### src/rtl/shift_sequencer.sv
`default_nettype none
// +----------------------------------------------------------------------------+
// | Module      : shift_sequencer                                              |
// | Description : Multi-cycle logical left/right shifter. One power-of-two     |
// |               shift level is applied per clock, MSB level first, so the    |
// |               ALU only needs a single shift stage instead of a full        |
// |               barrel shifter.                                              |
// | Option macro: SHIFT_SRA_EN - adds the arith port; right shifts with        |
// |               arith=1 fill vacated bits with the captured operand MSB.     |
// |               Undefined: every right shift is logical (zero fill).         |
// | Ports       : clk    - rising-edge clock                                   |
// |               reset  - synchronous, active-high reset                      |
// |               start  - request, sampled only while busy=0                  |
// |               A      - operand, captured on an accepted start              |
// |               shamt  - shift amount, captured on an accepted start         |
// |               dir    - 0 = left, 1 = right, captured on an accepted start  |
// |               arith  - arithmetic right shift (SHIFT_SRA_EN only)          |
// |               busy   - high while levels are being applied                 |
// |               done   - one-cycle pulse, M valid in that cycle              |
// |               M      - result register, holds until next accepted start    |
// | Revision    : 1.0 - initial release                                        |
// +----------------------------------------------------------------------------+
module shift_sequencer #(
   parameter int WIDTH = 32,
   parameter int SHW   = 5
) (
   input  logic             clk,
   input  logic             reset,
   input  logic             start,
   input  logic [WIDTH-1:0] A,
   input  logic [SHW-1:0]   shamt,
   input  logic             dir,
`ifdef SHIFT_SRA_EN
   input  logic             arith,
`endif
   output logic             busy,
   output logic             done,
   output logic [WIDTH-1:0] M
);

   // Level index counts SHW-1 down to 0; needs enough bits to hold SHW-1.
   localparam int c_IDX_W = (SHW > 1) ? $clog2(SHW) : 1;
   localparam logic [c_IDX_W-1:0] c_IDX_TOP = c_IDX_W'(SHW - 1);

   typedef enum logic [1:0] {
      S_IDLE  = 2'd0,
      S_SHIFT = 2'd1,
      S_DONE  = 2'd2
   } state_t;

   state_t             state_q, state_d;
   logic [WIDTH-1:0]   m_q, m_d;
   logic [c_IDX_W-1:0] idx_q, idx_d;
   logic [SHW-1:0]     shamt_q, shamt_d;
   logic               dir_q, dir_d;
`ifdef SHIFT_SRA_EN
   logic               arith_q, arith_d;
   logic               sign_q, sign_d;
`endif

   logic               w_accept;
   logic               w_fill;
   logic [WIDTH-1:0]   w_level_out;
   logic [WIDTH-1:0]   w_lvl_left  [SHW];
   logic [WIDTH-1:0]   w_lvl_right [SHW];

   // A new request is taken in IDLE and also in DONE, which allows
   // back-to-back operations without a dead cycle.
   assign w_accept = start && (state_q != S_SHIFT);

   // Fill bit for right shifts. The sign is taken from the operand as it was
   // captured, not from the live input.
`ifdef SHIFT_SRA_EN
   assign w_fill = arith_q & sign_q;
`else
   assign w_fill = 1'b0;
`endif

   // Each level is a fixed-distance shift; only the selected one is used,
   // so every candidate is just rewiring plus a single mux.
   for (genvar k = 0; k < SHW; k++) begin : g_level
      localparam int c_DIST = 2 ** k;
      assign w_lvl_left[k]  = {m_q[WIDTH-1-c_DIST:0], {c_DIST{1'b0}}};
      assign w_lvl_right[k] = {{c_DIST{w_fill}}, m_q[WIDTH-1:c_DIST]};
   end

   assign w_level_out = dir_q ? w_lvl_right[idx_q] : w_lvl_left[idx_q];

   // ---------------------------------------------------------------------
   // Next-state and datapath update
   // ---------------------------------------------------------------------
   always_comb begin
      state_d = state_q;
      m_d     = m_q;
      idx_d   = idx_q;
      shamt_d = shamt_q;
      dir_d   = dir_q;
`ifdef SHIFT_SRA_EN
      arith_d = arith_q;
      sign_d  = sign_q;
`endif

      case (state_q)
         S_IDLE, S_DONE: begin
            if (w_accept) begin
               m_d     = A;
               shamt_d = shamt;
               dir_d   = dir;
               idx_d   = c_IDX_TOP;
`ifdef SHIFT_SRA_EN
               arith_d = arith;
               sign_d  = A[WIDTH-1];
`endif
               state_d = S_SHIFT;
            end else begin
               state_d = S_IDLE;
            end
         end

         S_SHIFT: begin
            // Every level takes one cycle whether or not its bit is set,
            // which keeps latency independent of the shift amount.
            if (shamt_q[idx_q]) begin
               m_d = w_level_out;
            end
            if (idx_q == '0) begin
               state_d = S_DONE;
            end else begin
               idx_d = idx_q - c_IDX_W'(1);
            end
         end

         default: begin
            state_d = S_IDLE;
         end
      endcase
   end

   // ---------------------------------------------------------------------
   // State registers; reset overrides any operation in flight
   // ---------------------------------------------------------------------
   always_ff @(posedge clk) begin
      if (reset) begin
         state_q <= S_IDLE;
         m_q     <= '0;
         idx_q   <= c_IDX_TOP;
         shamt_q <= '0;
         dir_q   <= 1'b0;
`ifdef SHIFT_SRA_EN
         arith_q <= 1'b0;
         sign_q  <= 1'b0;
`endif
      end else begin
         state_q <= state_d;
         m_q     <= m_d;
         idx_q   <= idx_d;
         shamt_q <= shamt_d;
         dir_q   <= dir_d;
`ifdef SHIFT_SRA_EN
         arith_q <= arith_d;
         sign_q  <= sign_d;
`endif
      end
   end

   // Status flags decode directly from the state register, so busy and done
   // can never be high together.
   assign busy = (state_q == S_SHIFT);
   assign done = (state_q == S_DONE);
   assign M    = m_q;

endmodule
`default_nettype wire

### config.mk
export PLATFORM = sky130hd
export DESIGN_NAME = shift_sequencer
export DESIGN_NICKNAME = d
export VERILOG_FILES = /design/src/rtl/shift_sequencer.sv
export SDC_FILE = /design/constraint.sdc
export NUM_CORES = 1
export LEC_CHECK = 0
export BUFFER_PORTS_ARGS = -buffer_cell sky130_fd_sc_hd__buf_2
export CORE_MARGIN = 5
export CORE_UTILIZATION = 60
export DETAILED_ROUTE_END_ITERATION = 6
export PLACE_DENSITY_LB_ADDON = 0.15
export SLEW_MARGIN = 5
export SYNTH_ARGS = -nofsm -noshare
export SYNTH_HDL_FRONTEND = slang
export SYNTH_SLANG_ARGS = --single-unit
### constraint.sdc
create_clock -name clk -period 3.4 [get_ports clk]
set_input_delay 0.68 -clock clk [delete_from_list [all_inputs] [get_ports clk]]
set_output_delay 0.68 -clock clk [all_outputs]
set_load 0.01 [all_outputs]
# Word level (Yosys, flattened, before mapping)
# Cells that the tools add are included.
[classes]
reduce_logical = 8
n_eq_ne = 7
mux = 18
n_addsub = 1
bitwise_logic = 1
order_cmp = 2
[ops]
columns = ["op", "count"]
rows = [
  ["32-bit 2-to-1 mux", 7],
  ["32-bit binary-select mux with 3-bit select", 2],
  ["32-bit one-hot mux with 2 select lines", 1],
  ["3-bit 2-to-1 mux", 2],
  ["2-bit by 1-bit inequality test with 1-bit output, second input constant", 3],
  ["3-bit one-hot mux with 2 select lines", 1],
  ["3-bit AND reduction", 2],
  ["4-bit >= comparator, second input constant", 1],
  ["3-bit by 4-bit less-than comparator with 1-bit output, second input constant", 1],
  ["2-bit inequality test, second input constant", 2],
  ["3-bit NOT with 4-bit output", 1],
  ["2-bit one-hot mux with 2 select lines", 1],
  ["1-bit binary-select mux with 3-bit select", 1],
  ["3-bit logical NOT", 1],
  ["3-bit by 1-bit subtractor with 3-bit output, second input constant", 1],
  ["2-bit by 1-bit == test with 1-bit output, second input constant", 1],
  ["2-bit == test, second input constant", 1],
  ["2-bit logical NOT", 1],
  ["1-bit 2-to-1 mux", 2],
  ["2-bit 2-to-1 mux", 1],
  ["2-bit AND reduction", 1],
  ["2-bit nonzero test", 1],
  ["2-bit OR reduction", 1],
  ["1-bit logical AND", 1],
]
[word_totals]
in_bits = 41
reg_bits = 43
elab_cells = 42

# Logic depth before layout (Yosys ltp)
[logic_depth]
ltp_word = 7
depth_mapped = 10
depth_no_buf = 7

# Worst setup path before layout
# OpenSTA, ideal clock, no wires.
[synth_timing]
kind = "flip-flop to flip-flop"
startpoint = "reg idx_q[0]"
endpoint = "reg m_q[23] (netlist: M[23])"
path_stages_with_launch = 6
slack_ns = 1.694
required_ns = 3.258
arrival_ns = 1.564
synth_period_minus_slack_ns = 1.706
path_cell_list = "dfxtp_1 -> buf_6 -> buf_4 -> mux4_2 -> a222oi_1 -> a311oi_1"
[synth_between]
elab_chain_cells = 7
word_cells_on_any_way = 14
cone_classes = "eq/ne: 1; mux: 11; bitwise: 1; reduce/logical: 1"
[synth_lines]
columns = ["element", "line_no", "text"]
rows = [
  ["start, declared", "53", "logic [c_IDX_W-1:0] idx_q, idx_d;"],
  ["start signal, assigned", "146", "idx_q <= c_IDX_TOP;"],
  ["start signal, assigned", "156", "idx_q <= idx_d;"],
  ["3-bit NOT with 4-bit output (implied by the code)", "87", "assign w_level_out = dir_q ? w_lvl_right[idx_q] : w_lvl_left[idx_q];"],
  ["32-bit binary-select mux with 3-bit select", "87", ""],
  ["32-bit 2-to-1 mux (implied by the code) (2 in series)", "87", ""],
  ["32-bit 2-to-1 mux", "87", ""],
  ["32-bit 2-to-1 mux", "123", "if (shamt_q[idx_q]) begin"],
  ["32-bit one-hot mux with 2 select lines", "103", "case (state_q)"],
  ["end signal, assigned", "155", "m_q <= m_d;"],
  ["end, declared", "52", "logic [WIDTH-1:0] m_q, m_d;"],
]
# Several ways; a longest one is shown, not always the timed one. The select of a mux whose other input is x is not followed.
# A chain may end at the register's enable or synchronous reset.

# Worst setup path after layout
[layout_timing]
startpoint = "reg state_q[1]"
endpoint = "out busy"
[layout_between]
elab_chain_cells = 1
[layout_lines]
columns = ["element", "line_no", "text"]
rows = [
  ["start, declared", "51", "state_t state_q, state_d;"],
  ["start signal, assigned", "154", "state_q <= state_d;"],
  ["2-bit by 1-bit == test with 1-bit output", "168", "assign busy = (state_q == S_SHIFT);"],
  ["end, declared", "36", "output logic busy,"],
]
# No other way between the ends.

==> impl_results.md <==
- Outcome: complete, no violations
- FF-to-FF End: M[21]
- Setup TNS: 0 ns
- IO Port Bufs: 74
- Post-place setup slack: 1.09 ns
- Wirelength, routed: 12.9 mm
- DP Wirelength: roughly 8.4 mm
- Hold Slack: 0.458 ns
- CP required: approximately 2.7 ns
- Syn. warnings: 0
- Crit-path leading delay family: simple AND/OR/NAND/NOR gates
- GR Overflow Total: 0
- Rel. slew slack: 42.8%
- CP Cell Sequence: nand2b_2, inv_2, buf_2
- Hold_buf cts: 0
- Area added between synthesis and finish: 9.28%
- Crit path max-delay cell type: nand2b_2
- Register-to-Register Setup Slack: 1.02 ns
- Top cell type's share of synthesized area: 25.7%
- Core ar.: 6310 sq um
- Starting Density: between 60 and 70%
- Area leader, netlist: mux4_2
- Crit path max fanout: 26
- Worst hold start: shamt_q[0]
- Hold endpoint: shamt_q[0]
- Period Utilization, post-route: roughly 73%
- Power Density: about 390 nW/um^2
- Ranking of synthesized cells by area: mux4_2, dfxtp_1, a311oi_1
- Setup CP Type: flop to output port
- Final Hold Viols: 0
- Peak Freq: 0.404 GHz
- DIE AREA: 8130 sq um
- NumNets Final: 486
- Setup WS post-layout: 0.924 ns
- Main synth FF type: dfxtp_1
- Horiz. Die Dim: 90.2 microns
- Worst Path Buf+Inv: 2
- Clock-pin slew on the worst setup and hold paths: 0.09 ns
- Slew @ Worst Pin: 0.854 ns
- Synth cell types: 57
- Clock sinks: 43
- Vias per inst: around 7.6
- Diode count: 0
- Worst-case clock buffer depth: 2
- Peak VDD IR: around 320 uV
- Number of flops mapped to enable cells by yosys: 0
- Number of synthesized register bits: 43
- Fin crit period: 2.48 ns
- Hold WC Path Type: flop to flop
- Max Used Layer: met4
- Final-layout fill cell count: around 520
- Clk_lat worst skew: 0.30 ns
- TritonCTS clock tree: done
- RSZ-0062 raised after global routing: false
- Cells after Synth: 398
- Ports: 75
- Max Cap Viol: 0
- Post-synth top cells: nand2_1, mux4_2, dfxtp_1
- Mapped Area: ~3900 sq um
- Number of remaining DRC errors: 0
- FP Rows: 29
- CTS Buf Count: 5
- Most frequent cell after synthesis: nand2_1
- Async SR Flop Fraction: 0%
- Drt first pass iters: 7
- Iter 0 DRT Violations: 608
- Worst flop-to-flop path startpoint: state_q[1]
- Routed wl met3: 1.70 mm
- CP Capture Type: output port
- Slew Viols, Final: 0
- Wire per inst: 24.7 microns
- Antenna violations before repair: 0
- Clock skew: 0.00814 ns
- Critical Path AT: approximately 1.8 ns
- Worst-case reg-to-reg path depth: 4
- Hold path depth: 2
- P_leak: between 1.5 and 2 nW
- Antenna-violating nets left: 0
- Ratio of cells with drive above 1 in the final layout: 35.4%
- GRT Util Overall: 31.1%
- Die height: 90.2 microns
- Critical Path Start Type: flop
- DR vias: ~4000
- Endpoints failing setup: 0
- CTS resizes: 0
- Vias in the first global route: 3825
- WL met2: 6.07 mm
- Syn Area/Cell: between 9 and 10 sq um
- Largest net degree at the start of global routing: 47
- Post-route met1 wirelength: 4.67 mm
- Setup Buffers After CTS: 0
- Max incr delay on CP: a little under 0.6 ns
- H-tree Lvls: 2
- Root buf cell: clkbuf_8
- Post-synthesis sequential area ratio: 22.3%
- Net Count, Synth: ~440
- Global-route wire length before repair: a little over 20 mm
- GP Congestion: 0.940
- WP depth: 3
==> worst max-delay path by stage <==
stage	from	endpoint	slack [ns]
detailed placement	start	M[21]	1.09
global route	state_q[1]	busy	0.87
finish	state_q[1]	busy	0.92
floorplan	idx_q[0]	M[23]	1.69
global placement	state_q[1]	M[11]	1.12
CTS	state_q[1]	busy	0.98
==> cell type report <==
cell class | count | area, sq um | area share (%)
Timing Repair Buffer | 86 | 460 | 10.9
Clock inverter | 1 | 5.00 | 0.119
Inverter | 5 | 18.8 | 0.446
Tap cell | 77 | 96.3 | 2.29
Clock buffer | 7 | 86.3 | 2.05
Multi-Input combinational cell | 302 | 2680 | 63.6
Sequential cell | 43 | 866 | 20.6
==> flip-flops by register name (all words and copies together), names as in the netlist <==
signal and count:
shamt_q 5, state_q 2, dir_q 1, idx_q 3, M 32
==> kinds of logic (layout without fill, tap and decap cells) <==
logic type,after synthesis,count (layout),share of synthesized area (%)
and+or+nand+nor,125,125,15.5
AOI/OAI and AO/OA,115,115,23.3
muxes,59,59,29.8
buffers and inverters,53,99,8.15
DFF,43,43,22.3
adders and majority gates,2,2,0.649
xor gates and xnor gates,1,1,0.227
==> power by group <==
| group | leakage, nW | switching [mW] | internal [mW] |
|---|---|---|---|
| sequential | 0.356 | 0.144 | 0.550 |
| clock | 0.0482 | 0.189 | 0.164 |
| combinational | 1.10 | 0.296 | 0.282 |
==> per-stage QoR <==
step                      power [mW]  std cells  util [%]  instance area (sq um)
final                           1.63        521      66.7                   4210
after floorplan                 1.09        398         -                   3850
after detailed placement        1.26        513      65.3                   4120
after CTS                       1.61        521      66.7                   4210
after global routing            1.70        521      66.7                   4210
after global placement          1.25        513      65.3                   4120
==> metal layers <==
layer | track usage, % | vias to the layer above
met2 | 47.2 | 361
met1 | 40.7 | 1869
met4 | 13.8 | 0
li1 | - | 1696
met5 | 0 | -
met3 | 9.77 | 54
==> layout by cell type, fill, tap and decap left out, types with 8 or more instances in the layout <==
master | Yosys | routed
a211oi_1 | 8 | 8
a21oi_1 | 21 | 21
a222oi_1 | 11 | 11
a22oi_1 | 13 | 13
a311oi_1 | 22 | 22
buf_2 | 17 | 74
buf_4 | 4 | 12
dfxtp_1 | 43 | 41
mux2i_1 | 11 | 11
mux4_2 | 44 | 44
nand2_1 | 50 | 50
nor2_1 | 35 | 35
==> tightest hold or removal path, cell delays in order (launching register included) <==
cell and delay (ns):
dfxtp_1 0.31, nand2_1 0.05, a21oi_1 0.05
No activity file was read; power rests on OpenSTA's default activity.
